**src/rtl/i2c_byte_master_ctrl_pkg.sv**
```systemverilog
// Shared types and constants for the byte-level I2C master controller.
package i2c_byte_master_ctrl_pkg;

  localparam int unsigned QUARTERS_PER_BIT = 4;
  localparam int unsigned BITS_PER_BYTE    = 8;

  typedef enum logic [2:0] {
    CmdStart   = 3'd0,
    CmdStop    = 3'd1,
    CmdWrite   = 3'd2,
    CmdReadAck = 3'd3,
    CmdReadNak = 3'd4
  } i2c_cmd_t;

  typedef enum logic [1:0] {
    RspDone    = 2'd0,
    RspNak     = 2'd1,
    RspArbLost = 2'd2,
    RspErr     = 2'd3
  } i2c_rsp_t;

  typedef enum logic [2:0] {
    StIdle,
    StStart,
    StWbit,
    StWack,
    StRbit,
    StRack,
    StStop,
    StResp
  } i2c_mctrl_state_t;

  // Commands that are only meaningful while the controller owns the bus.
  function automatic logic cmd_is_bus_op(input logic [2:0] cmd);
    return cmd inside {CmdStop, CmdWrite, CmdReadAck, CmdReadNak};
  endfunction

endpackage

```
**src/rtl/i2c_quarter_tick.sv**
```systemverilog
// SCL quarter-period divider: counts 0..CLK_DIV-1, held at zero by clear or
// by a stretch-hold request, and pulses tick_o on the last count.
module i2c_quarter_tick #(
  parameter int unsigned CLK_DIV = 4
) (
  input  logic clk_i,
  input  logic rst_i,
  input  logic clr_i,
  input  logic hold_i,
  output logic tick_o
);

  localparam int unsigned CntW = $clog2(CLK_DIV);
  localparam logic [CntW-1:0] CntMax = CntW'(CLK_DIV - 1);

  logic [CntW-1:0] cnt_q, cnt_d;

  always_comb begin
    tick_o = !clr_i && !hold_i && (cnt_q == CntMax);
    if (clr_i || hold_i || (cnt_q == CntMax)) begin
      cnt_d = '0;
    end else begin
      cnt_d = cnt_q + 1'b1;
    end
  end

  always_ff @(posedge clk_i or posedge rst_i) begin
    if (rst_i) begin
      cnt_q <= '0;
    end else begin
      cnt_q <= cnt_d;
    end
  end

endmodule

```
**src/rtl/i2c_byte_master_ctrl.sv**
```systemverilog
// Byte-level I2C master: START/repeated START, WRITE, READ_ACK/NAK, STOP.
// Define I2C_CLK_STRETCH_EN to let a slave holding SCL low stall the divider.
module i2c_byte_master_ctrl
  import i2c_byte_master_ctrl_pkg::*;
#(
  parameter int unsigned CLK_DIV        = 4,
  parameter int unsigned I2C_DATA_WIDTH = 8
) (
  input  logic                      clk_i,
  input  logic                      rst_i,
  input  logic                      cmd_valid_i,
  output logic                      cmd_ready_o,
  input  logic [2:0]                cmd_i,
  input  logic [I2C_DATA_WIDTH-1:0] wdata_i,
  output logic                      rsp_valid_o,
  output logic [1:0]                rsp_o,
  output logic [I2C_DATA_WIDTH-1:0] rdata_o,
  output logic                      busy_o,
  input  logic                      scl_i,
  input  logic                      sda_i,
  output logic                      scl_o,
  output logic                      sda_o
);

  localparam int unsigned W = I2C_DATA_WIDTH;
  localparam logic [2:0] LastBit = 3'(BITS_PER_BYTE - 1);
  localparam logic [1:0] LastQ   = 2'(QUARTERS_PER_BIT - 1);

  i2c_mctrl_state_t state_q, state_d;
  logic [1:0]       quarter_q, quarter_d;
  logic [2:0]       bit_q, bit_d;
  logic [W-1:0]     shift_q, shift_d;
  logic             nak_q, nak_d;
  logic             scl_q, scl_d;
  logic             sda_q, sda_d;
  logic             busy_q, busy_d;
  logic             ready_q, ready_d;
  logic             rsp_valid_q, rsp_valid_d;
  i2c_rsp_t         rsp_q, rsp_d;
  logic [W-1:0]     rdata_q, rdata_d;

  logic     tick;
  logic     tick_clr;
  logic     stretch_hold;
  logic     fin;
  i2c_rsp_t fin_rsp;

`ifdef I2C_CLK_STRETCH_EN
  assign stretch_hold = scl_q && !scl_i;
`else
  logic unused_scl;
  assign unused_scl   = scl_i;
  assign stretch_hold = 1'b0;
`endif

  assign tick_clr = (state_q == StIdle) || (state_q == StResp);

  i2c_quarter_tick #(
    .CLK_DIV(CLK_DIV)
  ) u_quarter_tick (
    .clk_i (clk_i),
    .rst_i (rst_i),
    .clr_i (tick_clr),
    .hold_i(stretch_hold),
    .tick_o(tick)
  );

  always_comb begin
    state_d     = state_q;
    quarter_d   = quarter_q;
    bit_d       = bit_q;
    shift_d     = shift_q;
    nak_d       = nak_q;
    scl_d       = scl_q;
    sda_d       = sda_q;
    busy_d      = busy_q;
    ready_d     = ready_q;
    rsp_valid_d = 1'b0;
    rsp_d       = rsp_q;
    rdata_d     = rdata_q;
    fin         = 1'b0;
    fin_rsp     = RspDone;

    unique case (state_q)
      StIdle: begin
        if (cmd_valid_i && ready_q) begin
          ready_d   = 1'b0;
          quarter_d = '0;
          bit_d     = '0;
          if (cmd_i == CmdStart) begin
            state_d = StStart;
            sda_d   = 1'b1;
          end else if (!(busy_q && cmd_is_bus_op(cmd_i))) begin
            state_d = StResp;
          end else begin
            case (cmd_i)
              CmdWrite: begin
                state_d = StWbit;
                shift_d = wdata_i;
                scl_d   = 1'b0;
                sda_d   = wdata_i[W-1];
              end
              CmdStop: begin
                state_d = StStop;
                sda_d   = 1'b0;
              end
              default: begin
                state_d = StRbit;
                scl_d   = 1'b0;
                sda_d   = 1'b1;
                nak_d   = (cmd_i == CmdReadNak);
              end
            endcase
          end
        end
      end

      StResp: begin
        fin     = 1'b1;
        fin_rsp = RspErr;
      end

      StStart: begin
        if (tick) begin
          quarter_d = quarter_q + 2'd1;
          case (quarter_q)
            2'd0:    scl_d = 1'b1;
            2'd1:    sda_d = 1'b0;
            2'd2:    scl_d = 1'b0;
            default: begin
              busy_d = 1'b1;
              fin    = 1'b1;
            end
          endcase
        end
      end

      StWbit: begin
        if (tick) begin
          quarter_d = quarter_q + 2'd1;
          case (quarter_q)
            2'd0: scl_d = 1'b1;
            2'd2: begin
              // Released SDA seen low: another master owns the bus.
              if (sda_q && !sda_i) begin
                scl_d   = 1'b1;
                sda_d   = 1'b1;
                busy_d  = 1'b0;
                fin     = 1'b1;
                fin_rsp = RspArbLost;
              end else begin
                scl_d = 1'b0;
              end
            end
            LastQ: begin
              if (bit_q == LastBit) begin
                state_d = StWack;
                sda_d   = 1'b1;
              end else begin
                bit_d   = bit_q + 3'd1;
                shift_d = {shift_q[W-2:0], 1'b0};
                sda_d   = shift_q[W-2];
              end
            end
            default: ;
          endcase
        end
      end

      StWack: begin
        if (tick) begin
          quarter_d = quarter_q + 2'd1;
          case (quarter_q)
            2'd0: scl_d = 1'b1;
            2'd2: begin
              nak_d = sda_i;
              scl_d = 1'b0;
            end
            LastQ: begin
              fin     = 1'b1;
              fin_rsp = nak_q ? RspNak : RspDone;
            end
            default: ;
          endcase
        end
      end

      StRbit: begin
        if (tick) begin
          quarter_d = quarter_q + 2'd1;
          case (quarter_q)
            2'd0: scl_d = 1'b1;
            2'd2: begin
              shift_d = {shift_q[W-2:0], sda_i};
              scl_d   = 1'b0;
            end
            LastQ: begin
              if (bit_q == LastBit) begin
                state_d = StRack;
                sda_d   = nak_q;
              end else begin
                bit_d = bit_q + 3'd1;
              end
            end
            default: ;
          endcase
        end
      end

      StRack: begin
        if (tick) begin
          quarter_d = quarter_q + 2'd1;
          case (quarter_q)
            2'd0: scl_d = 1'b1;
            2'd2: scl_d = 1'b0;
            LastQ: begin
              sda_d   = 1'b1;
              rdata_d = shift_q;
              fin     = 1'b1;
            end
            default: ;
          endcase
        end
      end

      StStop: begin
        if (tick) begin
          quarter_d = quarter_q + 2'd1;
          case (quarter_q)
            2'd0:  scl_d = 1'b1;
            2'd1:  sda_d = 1'b1;
            LastQ: begin
              busy_d = 1'b0;
              fin    = 1'b1;
            end
            default: ;
          endcase
        end
      end
    endcase

    if (fin) begin
      state_d     = StIdle;
      ready_d     = 1'b1;
      rsp_valid_d = 1'b1;
      rsp_d       = fin_rsp;
    end
  end

  always_ff @(posedge clk_i or posedge rst_i) begin
    if (rst_i) begin
      state_q     <= StIdle;
      quarter_q   <= '0;
      bit_q       <= '0;
      shift_q     <= '0;
      nak_q       <= 1'b0;
      scl_q       <= 1'b1;
      sda_q       <= 1'b1;
      busy_q      <= 1'b0;
      ready_q     <= 1'b1;
      rsp_valid_q <= 1'b0;
      rsp_q       <= RspDone;
      rdata_q     <= '0;
    end else begin
      state_q     <= state_d;
      quarter_q   <= quarter_d;
      bit_q       <= bit_d;
      shift_q     <= shift_d;
      nak_q       <= nak_d;
      scl_q       <= scl_d;
      sda_q       <= sda_d;
      busy_q      <= busy_d;
      ready_q     <= ready_d;
      rsp_valid_q <= rsp_valid_d;
      rsp_q       <= rsp_d;
      rdata_q     <= rdata_d;
    end
  end

  assign cmd_ready_o = ready_q;
  assign rsp_valid_o = rsp_valid_q;
  assign rsp_o       = rsp_q;
  assign rdata_o     = rdata_q;
  assign busy_o      = busy_q;
  assign scl_o       = scl_q;
  assign sda_o       = sda_q;

endmodule

```
**config.mk**
```make
export PLATFORM = sky130hd
export DESIGN_NAME = i2c_byte_master_ctrl
export DESIGN_NICKNAME = d
export VERILOG_FILES = /design/src/rtl/i2c_byte_master_ctrl_pkg.sv /design/src/rtl/i2c_quarter_tick.sv /design/src/rtl/i2c_byte_master_ctrl.sv
export SDC_FILE = /design/constraint.sdc
export NUM_CORES = 1
export LEC_CHECK = 0
export ABC_AREA = 1
export CAP_MARGIN = 25
export CELL_PAD_IN_SITES_DETAIL_PLACEMENT = 2
export CELL_PAD_IN_SITES_GLOBAL_PLACEMENT = 2
export CORE_MARGIN = 5
export CORE_UTILIZATION = 34
export CTS_CLUSTER_DIAMETER = 150
export DETAILED_ROUTE_END_ITERATION = 10
export GPL_ROUTABILITY_DRIVEN = 0
export MAX_ROUTING_LAYER = met4
export PLACE_DENSITY_LB_ADDON = 0.1
export SYNTH_ARGS = -nofsm -noshare
export SYNTH_HDL_FRONTEND = slang
export SYNTH_SLANG_ARGS = --single-unit
export TNS_END_PERCENT = 10
```
**constraint.sdc**
```tcl
create_clock -name clk_i -period 4.1 [get_ports clk_i]
set_input_delay 0.615 -clock clk_i [delete_from_list [all_inputs] [get_ports clk_i]]
set_output_delay 0.615 -clock clk_i [all_outputs]
set_load 0.02 [all_outputs]
```
==> Flow_metrics.wiki, run 1 <==
{| class="wikitable"
! Metric !! Value
|-
| Startpoint of the lowest-slack hold path || u_quarter_tick.cnt_q[0]$_DFF_PP0_
|-
| Clock tree root driver cell || sky130_fd_sc_hd__clkbuf_8
|-
| Run status || finished, final reports clean
|-
| Via count of the first global-routing pass || 2353
|-
| Yosys top cell area share || 0.357
|-
| Count of H-tree levels built during CTS || 2
|-
| CTS tree || yes
|-
| Setup total negative slack || 0 ns
|-
| Net load switching power || 1.03 mW
|-
| Max_cap viols || 0
|-
| Starting utilization of the core area || 0.346
|-
| WL per Instance || between 15 and 20 um
|-
| Setup repair after global routing missed its margin || no
|-
| Area added between synthesis and finish || 21.4%
|-
| Count leader, synth || sky130_fd_sc_hd__nand2_1
|-
| Commonest cells in the netlist || sky130_fd_sc_hd__nand2_1, sky130_fd_sc_hd__inv_1, sky130_fd_sc_hd__dfrtp_1
|-
| Count of final max-slew check failures || 0
|-
| R2R Path Start || state_q[2]$_DFFE_PP0P_
|-
| Part of the total power dissipated in sequential elements || 0.288
|-
| Standard-cell row count || 29
|-
| Worst-path maximum fanout || 17
|-
| Setup Skew || 0.00307 ns
|-
| CP Data Arrival Time || about 2.4 ns
|-
| Overall global routing resource usage || 0.186
|-
| Pleak || about 1.3 nW
|-
| Busiest grt layer || met2
|-
| CTS sink cnt || 34
|-
| Maximum frequency from static timing analysis || between 0.4 and 0.5 GHz
|-
| Post-synthesis instance area || between 2000 and 2500 um^2
|-
| Clock latency on the worst-skew pair || ~0.29 ns
|-
| Yosys warning count || 0
|-
| Largest net degree at the start of global routing || 35
|-
| Number of failing hold endpoints at the final stage || 0
|-
| Wire length of the first global-routing pass || about 12000 um
|-
| Most Frequent Cell on Critical Path || sky130_fd_sc_hd__nand2_1
|-
| Async set or reset register ratio after synthesis || 1.00
|-
| Worst-case hold slack || between 0.4 and 0.5 ns
|-
| Pwr dens || 766 nW/um^2
|-
| Portion of total power attributed to the clock network || 0.134
|-
| Internal power of the cells || just under 1 mW
|-
| Number of buffers inserted for hold repair after clock tree synthesis || 0
|-
| Half-perimeter wire length after detailed placement || 5600 um
|-
| Maximum single-stage delay on the critical path || a little under 0.7 ns
|-
| Via total after detailed routing || approximately 2100
|-
| Area leader, netlist || sky130_fd_sc_hd__dfrtp_1
|-
| Sequential-to-total area share from yosys stat || 0.393
|-
| Global Route met1 Usage || 0.225
|-
| Met3 Resource Use GR || 0.0275
|-
| Worst ir drop on vdd || between 0.0003 and 0.0004 V
|-
| Chip height || between 80 and 90 um
|-
| Routing usage on met2 || 0.327
|-
| Antenna violations before repair || 0
|-
| Distinct cell type count after synthesis || 29
|-
| Final critical delay including setup and external delays || roughly 2.2 ns
|-
| Post-cts repair resize count || 0
|-
| Hold Crit Class || register to register
|-
| Dominant register cell in the synthesized netlist || sky130_fd_sc_hd__dfrtp_1
|-
| Synthesized net count || roughly 310
|-
| Critical path class || register to register
|-
| Max Buffers Root-to-Sink || 2
|-
| Die Area || 8090 um^2
|-
| Total Routed Length || around 7100 um
|-
| Crit path required time || ~4.3 ns
|-
| Die X || between 80 and 90 um
|-
| Share of the clock period used by the worst path || 0.530
|-
| Aggregate global routing overflow || 0
|-
| Slowest cell on the critical path || sky130_fd_sc_hd__dfrtp_1
|-
| Residual DRC count || 0
|-
| Final Net Count || approximately 350
|-
| IO buf count || 29
|-
| Headroom to the max-slew limit || 0.640
|-
| Setup-violating endpoint count in the final report || 0
|-
| Top-level I/O count || 31
|-
| Fraction of power consumed by combinational cells || 0.578
|-
| CORE AREA || 6280 um^2
|-
| Top cells by area, synth || sky130_fd_sc_hd__dfrtp_1, sky130_fd_sc_hd__nand2_1, sky130_fd_sc_hd__inv_1, sky130_fd_sc_hd__o21ai_0, sky130_fd_sc_hd__mux2_2
|-
| Cells after synthesis || 290
|-
| Tightest Pin Transition || approximately 0.54 ns
|-
| Fraction of layout instances using a drive strength above 1 || 0.123
|-
| Antenna violation net count after detailed routing || 0
|-
| Routed via count divided by cell count || 5.13
|-
| Post-CTS Setup Repair Bufs || 0
|-
| Mapped Avg Cell Area || between 7 and 8 um^2
|-
| CP endpoint kind || register
|-
| Diode insertion count for antenna repair || 0
|-
| Element type at the critical path start || register
|-
| Number of DRC markers after the initial detailed-route iteration || 64
|-
| Number of iterations in the first detailed-routing pass || 4
|-
| Switching share of power || 0.508
|-
| FF+latch count, synth || 34
|-
| Setup crit start || state_q[2]$_DFFE_PP0P_
|-
| Post-synth EDFFs || 0
|-
| Chain of cells forming the critical path || inv_2 -> nand3_2 -> nand2_2 -> nand2_1 -> nand2_1 -> nor2_1 -> o21ai_2 -> nand2_1 -> nand2_1
|-
| Clock-pin slew on the worst setup and hold paths || roughly 0.080 ns
|-
| Total CTS buffers || 5
|}
[final timing paths]
path,endpoint,slack [ns],cells past startpoint
max in group asynchronous,scl_o$_DFFE_PP1P_,3.01,3
hold reg to reg,u_quarter_tick.cnt_q[0]$_DFF_PP0_,0.44,1
min in group asynchronous,bit_q[1]$_DFFE_PP0P_,0.74,3
hold / removal,u_quarter_tick.cnt_q[0]$_DFF_PP0_,0.44,1
setup / recovery,state_q[2]$_DFFE_PP0P_,1.93,9
setup reg to reg,state_q[2]$_DFFE_PP0P_,1.93,9
[worst max-delay path: cells and delay by family (launching register included)]
kind / cells / cell delay, ns
AOI/OAI and AO/OA: 1 / 0.12
buffers and inverters: 1 / 0.14
DFF: 1 / 0.69
and+or+nand+nor: 7 / 1.11
[layout make-up]
type | count | area (um^2)
Fill cell | 745 | 3640
Multi-Input combinational cell | 215 | 1150
Sequential cell | 34 | 855
Timing Repair Buffer | 30 | 298
Inverter | 37 | 139
Tap cell | 77 | 96.3
Clock buffer | 6 | 82.6
Clock inverter | 2 | 12.5
[logic make-up (layout without fill, tap and decap cells)]
kind of cell             after synthesis  count (layout)  share of synthesized area
AO/OA/AOI/OAI                         45              45                      0.112
flip-flops                            34              34                      0.393
buffers and inverters                 41              75                     0.0754
multiplexers                          10              10                     0.0518
AND/OR/NAND/NOR                      153             153                      0.328
adder cells (fa/ha/maj)                7               7                     0.0403
[state kept, by name (all words and copies together), names as in the netlist]
name,flops
rdata_o,8
shift_q,8
bit_q,3
state_q,3
quarter_q,2
rsp_o,2
u_quarter_tick.cnt_q,2
busy_o,1
cmd_ready_o,1
nak_q,1
rsp_valid_o,1
scl_o,1
sda_o,1
[routing by layer]
layer	wire, um	vias to the layer above
li1	-	1009
met1	3150	1007
met2	3600	31
met3	237	9
met4	63	0
met5	0	-
[power groups by stage]
| stage | sequential (mW) | clock (mW) | combinational, mW |
|---|---|---|---|
| 3_3_place_gp | 0.582 | 0 | 1.13 |
| 3_5_place_dp | 0.592 | 0 | 1.18 |
| 5_1_grt | 0.603 | 0.291 | 1.32 |
| 4_1_cts | 0.585 | 0.280 | 1.19 |
| 2_1_floorplan | 0.578 | 0 | 0.816 |
| 6_report | 0.582 | 0.270 | 1.17 |
[stage by stage]
step	cells	util	setup slack, ns	area, um^2	power (mW)
floorplan	290	-	2.51	2170	1.39
global placement	393	0.405	1.74	2540	1.71
detailed placement	393	0.405	1.69	2540	1.77
CTS	401	0.420	1.85	2640	2.06
global route	401	0.420	1.66	2640	2.21
finish	401	0.420	1.93	2640	2.02
[layout by cell type, fill, tap and decap left out]
| master | count |
|---|---|
| sky130_fd_sc_hd__nand2_4 | 1 |
| sky130_fd_sc_hd__inv_1 | 34 |
| sky130_fd_sc_hd__o21ai_0 | 23 |
| sky130_fd_sc_hd__nor3_1 | 1 |
| sky130_fd_sc_hd__mux2_2 | 10 |
| sky130_fd_sc_hd__a21oi_2 | 1 |
| sky130_fd_sc_hd__nor2_1 | 30 |
| sky130_fd_sc_hd__a21oi_1 | 14 |
| sky130_fd_sc_hd__nand2_2 | 4 |
| sky130_fd_sc_hd__inv_2 | 3 |
| sky130_fd_sc_hd__a22oi_1 | 1 |
| sky130_fd_sc_hd__nand3_1 | 20 |
| sky130_fd_sc_hd__o21ai_1 | 2 |
| sky130_fd_sc_hd__ha_1 | 7 |
| sky130_fd_sc_hd__clkdlybuf4s50_1 | 29 |
| sky130_fd_sc_hd__o21ai_2 | 1 |
| sky130_fd_sc_hd__dfstp_2 | 3 |
| sky130_fd_sc_hd__nand2_1 | 81 |
| sky130_fd_sc_hd__nand4_1 | 6 |
| sky130_fd_sc_hd__clkinvlp_4 | 1 |
| sky130_fd_sc_hd__nand3b_4 | 1 |
| sky130_fd_sc_hd__nor2_4 | 2 |
| sky130_fd_sc_hd__buf_4 | 1 |
| sky130_fd_sc_hd__dfrtp_1 | 31 |
| sky130_fd_sc_hd__or2_0 | 1 |
| sky130_fd_sc_hd__o211ai_1 | 2 |
| sky130_fd_sc_hd__nor2_8 | 1 |
| sky130_fd_sc_hd__nand3_2 | 4 |
| sky130_fd_sc_hd__nand3b_1 | 1 |
| sky130_fd_sc_hd__clkinv_2 | 1 |
| sky130_fd_sc_hd__o31ai_1 | 1 |
| sky130_fd_sc_hd__clkbuf_8 | 6 |
No activity file was read; power rests on OpenSTA's default activity.
==> inputs of run 2 (changes only) <==
CORE_UTILIZATION = 28   (was 34)
clock period = 1.9 ns   (was 4.1 ns; I/O delays follow)
==> run 2 against run 1 <==
  * Clock power rose to 2.6 times the previous value
  * Final cell count rose by 11%
  * Via count rose by 4.9%
  * Design area rose by 8.7%
  * Non-clock buffer count rose by 19
  * Global-route usage fell by 2.6 points
  * Clock skew rose by 0.0045 ns
  * Die area rose by 19%
  * Register-to-register slack got worse by 1.8 ns
  * Fmax rose by 24%
  * Utilization fell by 4.5 points
  * Critical path type unchanged
  * Largest cell class unchanged
  * Largest power group unchanged
==> Flow_metrics.wiki, run 2 (synthesis results as in run 1) <==
{| class="wikitable"
! Metric !! Value
|-
| Run status || finished, final reports clean
|-
| Area added between synthesis and finish || 31.9%
|-
| Final Net Count || approximately 370
|-
| WL per Instance || between 15 and 20 um
|-
| Count of placed standard cells in the final layout, fillers left out || about 450
|-
| CP Data Arrival Time || around 1.9 ns
|-
| Wire length of the first global-routing pass || approximately 12000 um
|-
| CTS sink cnt || 34
|-
| Sequential standard cell area || 857 um^2
|-
| Commonest non-fill, non-tap cell in the layout || sky130_fd_sc_hd__nand2_1
|-
| R2R Path Start || state_q[1]$_DFFE_PP0P_
|-
| IO buf count || 29
|-
| CORE AREA || 7650 um^2
|-
| Headroom to the max-slew limit || 0.695
|-
| Setup total negative slack || 0 ns
|-
| Total Routed Length || between 7000 and 8000 um
|-
| Max Buffers Root-to-Sink || 2
|-
| Worst ir drop on vdd || 0.000470 V
|-
| Switching share of power || 0.482
|-
| Max_cap viols || 0
|-
| Setup Skew || between 0.007 and 0.008 ns
|-
| Number of DRC markers after the initial detailed-route iteration || 44
|-
| Standard-cell row count || 32
|-
| Chain of cells forming the critical path || inv_2 -> nand2_2 -> nor2_1 -> inv_1 -> nor2_4 -> mux2_2
|-
| Clock latency on the worst-skew pair || 0.29 ns
|-
| Register-to-register path setup slack || between 0.1 and 0.15 ns
|-
| Total CTS buffers || 5
|-
| Number of buffers inserted for hold repair after clock tree synthesis || 0
|-
| Setup repair after global routing missed its margin || yes
|-
| Top library cells by usage in the layout, fill and taps aside || sky130_fd_sc_hd__nand2_1, sky130_fd_sc_hd__inv_1, sky130_fd_sc_hd__nor2_1, sky130_fd_sc_hd__dfrtp_1, sky130_fd_sc_hd__clkdlybuf4s50_1
|-
| Half-perimeter wire length after detailed placement || roughly 5700 um
|-
| Die X || roughly 98 um
|-
| Crit path required time || between 2 and 2.5 ns
|-
| Clock-pin slew on the worst setup and hold paths || 0.08 ns
|-
| Routed via count divided by cell count || 4.83
|-
| DP Worst Slack || -0.0106 ns
|-
| Slowest cell on the critical path || sky130_fd_sc_hd__dfrtp_2
|-
| Pwr dens || ~1700 nW/um^2
|-
| CTS tree || yes
|-
| Internal power of the cells || 2.48 mW
|-
| Antenna violations before repair || 0
|-
| Via count of the first global-routing pass || 2332
|-
| Top-level I/O count || 31
|-
| Setup-violating endpoint count in the final report || 0
|-
| Via total after detailed routing || between 2000 and 2500
|-
| Net load switching power || roughly 2.3 mW
|-
| Depth of the worst register-to-register path || 6
|-
| Cell Area, Placed || between 2000 and 3000 um^2
|-
| Largest net degree at the start of global routing || 35
|-
| Final setup margin || 0.144 ns
|-
| Maximum single-stage delay on the critical path || between 0.4 and 0.5 ns
|-
| Critical path class || register to register
|-
| Fraction of power consumed by combinational cells || 0.598
|-
| Total placed cells including tap cells || roughly 440
|-
| Antenna violation net count after detailed routing || 0
|-
| Buf/Inv on CP || 2
|-
| Element type at the critical path start || register
|-
| Part of the total power dissipated in sequential elements || 0.254
|-
| Post-route cell area || between 2000 and 3000 um^2
|-
| Fraction of layout instances using a drive strength above 1 || 0.186
|-
| Final critical delay including setup and external delays || 1.76 ns
|-
| Hold Crit Class || primary input to asynchronous set/reset pin
|-
| Tightest Pin Transition || ~0.46 ns
|-
| Diode insertion count for antenna repair || 0
|-
| Count of H-tree levels built during CTS || 2
|-
| Count of final max-slew check failures || 0
|-
| Residual DRC count || 0
|-
| Number of failing hold endpoints at the final stage || 0
|-
| Number of iterations in the first detailed-routing pass || 4
|-
| Portion of total power attributed to the clock network || 0.148
|-
| Multi-input gate area in the final layout || roughly 1200 um^2
|-
| Share of the clock period used by the worst path || 0.924
|-
| Aggregate global routing overflow || 0
|-
| Maximum frequency from static timing analysis || 0.570 GHz
|-
| Kind of cell adding the most delay to the critical path || simple AND/OR/NAND/NOR gates
|-
| Overall global routing resource usage || 0.160
|-
| Fill count || 919
|-
| Die Area || 9620 um^2
|-
| Pleak || 1.43 nW
|-
| Worst reg2reg path endpoint || rdata_o[6]$_DFFE_PP0P_
|-
| Starting utilization of the core area || 0.284
|-
| Clock tree root driver cell || sky130_fd_sc_hd__clkbuf_8
|-
| Worst-case hold slack || between 0.3 and 0.4 ns
|-
| Chip height || 98.1 um
|-
| CP endpoint kind || register
|-
| Worst-path maximum fanout || 10
|}
==> run 2: cell count changes in the layout (fill, tap and decap cells not counted), sizes merged <==
cell	before	now
buf	1	20
bufinv	0	1
clkbuf	6	7
clkinv	1	0
clkinvlp	1	0
nor2	33	34
==> run 2: worst max path at each step <==
| stage | start | slack, ns | cells past startpoint | endpoint |
|---|---|---|---|---|
| final | state_q[1]$_DFFE_PP0P_ | 0.14 | 6 | rdata_o[6]$_DFFE_PP0P_ |
| after global routing | bit_q[0]$_DFFE_PP0P_ | -0.001 | 9 | bit_q[1]$_DFFE_PP0P_ |
| after CTS | state_q[0]$_DFFE_PP0P_ | 0.04 | 9 | state_q[1]$_DFFE_PP0P_ |
| after detailed placement | cmd_i[1] | -0.01 | 8 | shift_q[3]$_DFFE_PP0P_ |
| after global placement | cmd_i[1] | 0.02 | 9 | shift_q[0]$_DFFE_PP0P_ |
| after floorplan | bit_q[0]$_DFFE_PP0P_ | 0.41 | 9 | shift_q[0]$_DFFE_PP0P_ |
==> run 2: power by group through the flow <==
stage	logic (mW)	registers (mW)	clock network (mW)
2_1_floorplan	1.76	1.25	0
5_1_grt	3.21	1.25	0.766
4_1_cts	2.80	1.21	0.744
3_5_place_dp	2.78	1.23	0
3_3_place_gp	2.70	1.21	0
6_report	2.86	1.21	0.710
==> run 2: tightest hold or removal path, cell delays in order <==
cell                              delay (ns)
sky130_fd_sc_hd__clkdlybuf4s50_1        0.39
sky130_fd_sc_hd__inv_1                  0.05
sky130_fd_sc_hd__buf_4                  0.39
==> run 2: metrics by stage <==
| stage | power, mW | utilization |
|---|---|---|
| 2_1_floorplan | 3.01 | - |
| 3_3_place_gp | 3.91 | 0.355 |
| 3_5_place_dp | 4.01 | 0.355 |
| 4_1_cts | 4.75 | 0.370 |
| 5_1_grt | 5.22 | 0.375 |
| 6_report | 4.79 | 0.375 |
==> run 2: final cells by class <==
cell class	instances	area share
clock inverter	1	0.0105
clock buffer	7	0.0301
timing repair buffer	49	0.154
multi-input combinational	216	0.414
tap	102	0.0445
inverter	37	0.0485
sequential	34	0.299
==> run 2: what timing repair did <==
action                     CTS  global route
buffers inserted             0             0
setup endpoints to repair    0            24
gates resized for setup      0             8
==> run 2: layer usage <==
layer	wire length (um)	global-route usage	part of all wire
met2	3530	0.269	0.50
met5	0	-	0
met1	3320	0.201	0.47
met4	57	0.0351	0.0080
met3	199	0.0271	0.028
==> inputs of run 3 (changes only) <==
CTS_CLUSTER_DIAMETER = default   (was 150)
PLACE_DENSITY_LB_ADDON = 0.05   (was 0.1)
TNS_END_PERCENT = 5   (was 10)
==> run 3 against run 2 <==
  * Setup slack lost 0.034 ns
  * Design area is 0.26% higher
  * Worst hold slack improved by 0.0095 ns
  * Flip-flop and latch count did not move
  * Sequential power about the same
  * Largest power group unchanged
  * Highest routed layer unchanged
==> Flow_metrics.wiki, run 3 (synthesis results as in run 1) <==
{| class="wikitable"
! Metric !! Value
|-
| Run status || finished, final reports clean
|-
| WL per Instance || 16.7 um
|-
| Antenna violation net count after detailed routing || 0
|-
| Aggregate global routing overflow || 0
|-
| Total CTS buffers || 5
|-
| Headroom to the max-slew limit || 0.680
|-
| Core utilization of the finished layout || 0.376
|-
| Largest net degree at the start of global routing || 35
|-
| Via total after detailed routing || 2116
|-
| Tightest Pin Transition || just under 0.5 ns
|-
| Total placed cells including tap cells || between 400 and 500
|-
| Number of DRC markers after the initial detailed-route iteration || 48
|-
| CTS sink cnt || 34
|-
| Overall global routing resource usage || 0.169
|-
| Via count of the first global-routing pass || 2436
|-
| Commonest non-fill, non-tap cell in the layout || sky130_fd_sc_hd__nand2_1
|-
| Final critical delay including setup and external delays || 1.79 ns
|-
| Part of the total power dissipated in sequential elements || 0.259
|-
| Diode insertion count for antenna repair || 0
|-
| Setup-violating endpoint count in the final report || 0
|-
| Die Area || 9620 um^2
|-
| Area added between synthesis and finish || 32.2%
|-
| CP Data Arrival Time || 2.03 ns
|-
| Worst-path maximum fanout || 8
|-
| Pleak || approximately 1.4 nW
|-
| Number of failing hold endpoints at the final stage || 0
|-
| Setup Skew || 0.00280 ns
|-
| Standard-cell row count || 32
|-
| Hold Crit Class || primary input to asynchronous set/reset pin
|-
| Max Buffers Root-to-Sink || 2
|-
| Fill count || approximately 900
|-
| Busiest grt layer || met2
|-
| Worst reg2reg path endpoint || shift_q[4]$_DFFE_PP0P_
|-
| CTS tree || yes
|-
| Top-level I/O count || 31
|-
| DP Worst Slack || -0.0205 ns
|-
| Count of final max-slew check failures || 0
|-
| Pwr dens || around 1600 nW/um^2
|-
| Met3 Resource Use GR || 0.0300
|-
| Clock tree root driver cell || sky130_fd_sc_hd__clkbuf_8
|-
| Starting utilization of the core area || 0.284
|-
| Net load switching power || between 2 and 2.5 mW
|-
| Final setup margin || between 0.1 and 0.15 ns
|-
| Share of the clock period used by the worst path || 0.942
|-
| Setup repair after global routing missed its margin || no
|-
| CP endpoint kind || register
|-
| Portion of total power attributed to the clock network || 0.128
|-
| Residual DRC count || 0
|-
| Register-to-register path setup slack || between 0.1 and 0.15 ns
|-
| IO buf count || 29
|-
| Depth of the worst register-to-register path || 8
|-
| Count of H-tree levels built during CTS || 2
|-
| Crit path required time || about 2.1 ns
|-
| Fraction of power consumed by combinational cells || 0.614
|-
| Worst ir drop on vdd || between 0.0004 and 0.0005 V
|-
| Clock-pin slew on the worst setup and hold paths || around 0.080 ns
|-
| Number of iterations in the first detailed-routing pass || 4
|-
| Total Routed Length || 7490 um
|-
| Fraction of layout instances using a drive strength above 1 || 0.198
|-
| Clock latency on the worst-skew pair || 0.30 ns
|-
| Final Net Count || 370
|-
| Global Route met1 Usage || 0.200
|-
| Routed via count divided by cell count || about 4.7
|-
| Chip height || 98.1 um
|-
| Maximum frequency from static timing analysis || ~0.56 GHz
|-
| Wire length of the first global-routing pass || ~12000 um
|-
| Setup total negative slack || 0 ns
|-
| Top library cells by usage in the layout, fill and taps aside || sky130_fd_sc_hd__nand2_1, sky130_fd_sc_hd__inv_1, sky130_fd_sc_hd__nor2_1, sky130_fd_sc_hd__dfrtp_1, sky130_fd_sc_hd__clkdlybuf4s50_1
|-
| Switching share of power || 0.496
|-
| Antenna violations before repair || 0
|-
| Critical path class || register to register
|-
| Die X || ~98 um
|-
| Internal power of the cells || 2.38 mW
|-
| Count of placed standard cells in the final layout, fillers left out || 450
|-
| R2R Path Start || quarter_q[0]$_DFFE_PP0P_
|-
| Max_cap viols || 0
|-
| CORE AREA || 7650 um^2
|-
| Routing usage on met2 || 0.294
|-
| Half-perimeter wire length after detailed placement || roughly 6000 um
|-
| Element type at the critical path start || register
|}
==> run 3: changes by cell type in the layout (fill, tap and decap cells not counted), moves of 2 or more <==
cell	previous run	this run
sky130_fd_sc_hd__buf_4	20	24
sky130_fd_sc_hd__ha_1	7	5
sky130_fd_sc_hd__ha_2	0	2
sky130_fd_sc_hd__nand3_2	4	2
==> run 3: critical path, stage by stage (launching register included) <==
cell and delay [ns]:
sky130_fd_sc_hd__dfrtp_1 0.42, sky130_fd_sc_hd__inv_2 0.09, sky130_fd_sc_hd__ha_2 0.20, sky130_fd_sc_hd__inv_2 0.07, sky130_fd_sc_hd__o211ai_1 0.36, sky130_fd_sc_hd__nand3_4 0.22
sky130_fd_sc_hd__nor2_4 0.23, sky130_fd_sc_hd__nand2_1 0.08, sky130_fd_sc_hd__nand2_1 0.07
==> run 3: final cells by class <==
type / count / area, um^2 / share of cell area
Multi-Input combinational cell: 216 / 1190 / 0.413
Sequential cell: 34 / 856 / 0.298
Timing Repair Buffer: 53 / 470 / 0.164
Inverter: 37 / 139 / 0.0483
Tap cell: 102 / 128 / 0.0444
Clock buffer: 6 / 82.6 / 0.0287
Clock inverter: 2 / 12.5 / 0.00435
==> run 3: through the flow <==
| stage | power, mW | hold slack, ns | instance area [um^2] |
|---|---|---|---|
| floorplan | 3.01 | 0.407 | 2170 |
| global placement | 3.95 | 0.423 | 2730 |
| detailed placement | 4.05 | 0.447 | 2730 |
| CTS | 4.69 | 0.416 | 2830 |
| global route | 5.19 | 0.438 | 2870 |
| finish | 4.72 | 0.402 | 2870 |
==> run 3: worst max path at each step <==
stage,startpoint,end,cells after the start
floorplan,bit_q[0]$_DFFE_PP0P_,shift_q[0]$_DFFE_PP0P_,9
global placement,cmd_i[1],shift_q[0]$_DFFE_PP0P_,9
detailed placement,cmd_i[0],shift_q[1]$_DFFE_PP0P_,9
CTS,quarter_q[0]$_DFFE_PP0P_,shift_q[1]$_DFFE_PP0P_,8
global route,quarter_q[0]$_DFFE_PP0P_,shift_q[7]$_DFFE_PP0P_,8
finish,quarter_q[0]$_DFFE_PP0P_,shift_q[4]$_DFFE_PP0P_,8
==> run 3: power by group through the flow <==
stage                     clock network [mW]  logic (mW)  registers (mW)
after floorplan                            0        1.76            1.25
after CTS                              0.630        2.84            1.22
after detailed placement                   0        2.82            1.24
after global routing                   0.664        3.27            1.26
final                                  0.603        2.90            1.22
after global placement                     0        2.73            1.22
==> run 3: what timing repair did <==
action	in CTS	in global routing
hold buffers	0	0
setup buffers	0	2
pin swaps	1	4
endpoints found under the setup margin	4	12
cloned	0	1
gates resized for setup	1	7
==> run 3: metal layers <==
metal / wire, um / vias to the layer above
li1: - / 1056
met1: 3470 / 1029
met2: 3730 / 24
met3: 213 / 7
met4: 81 / 0
met5: 0 / -
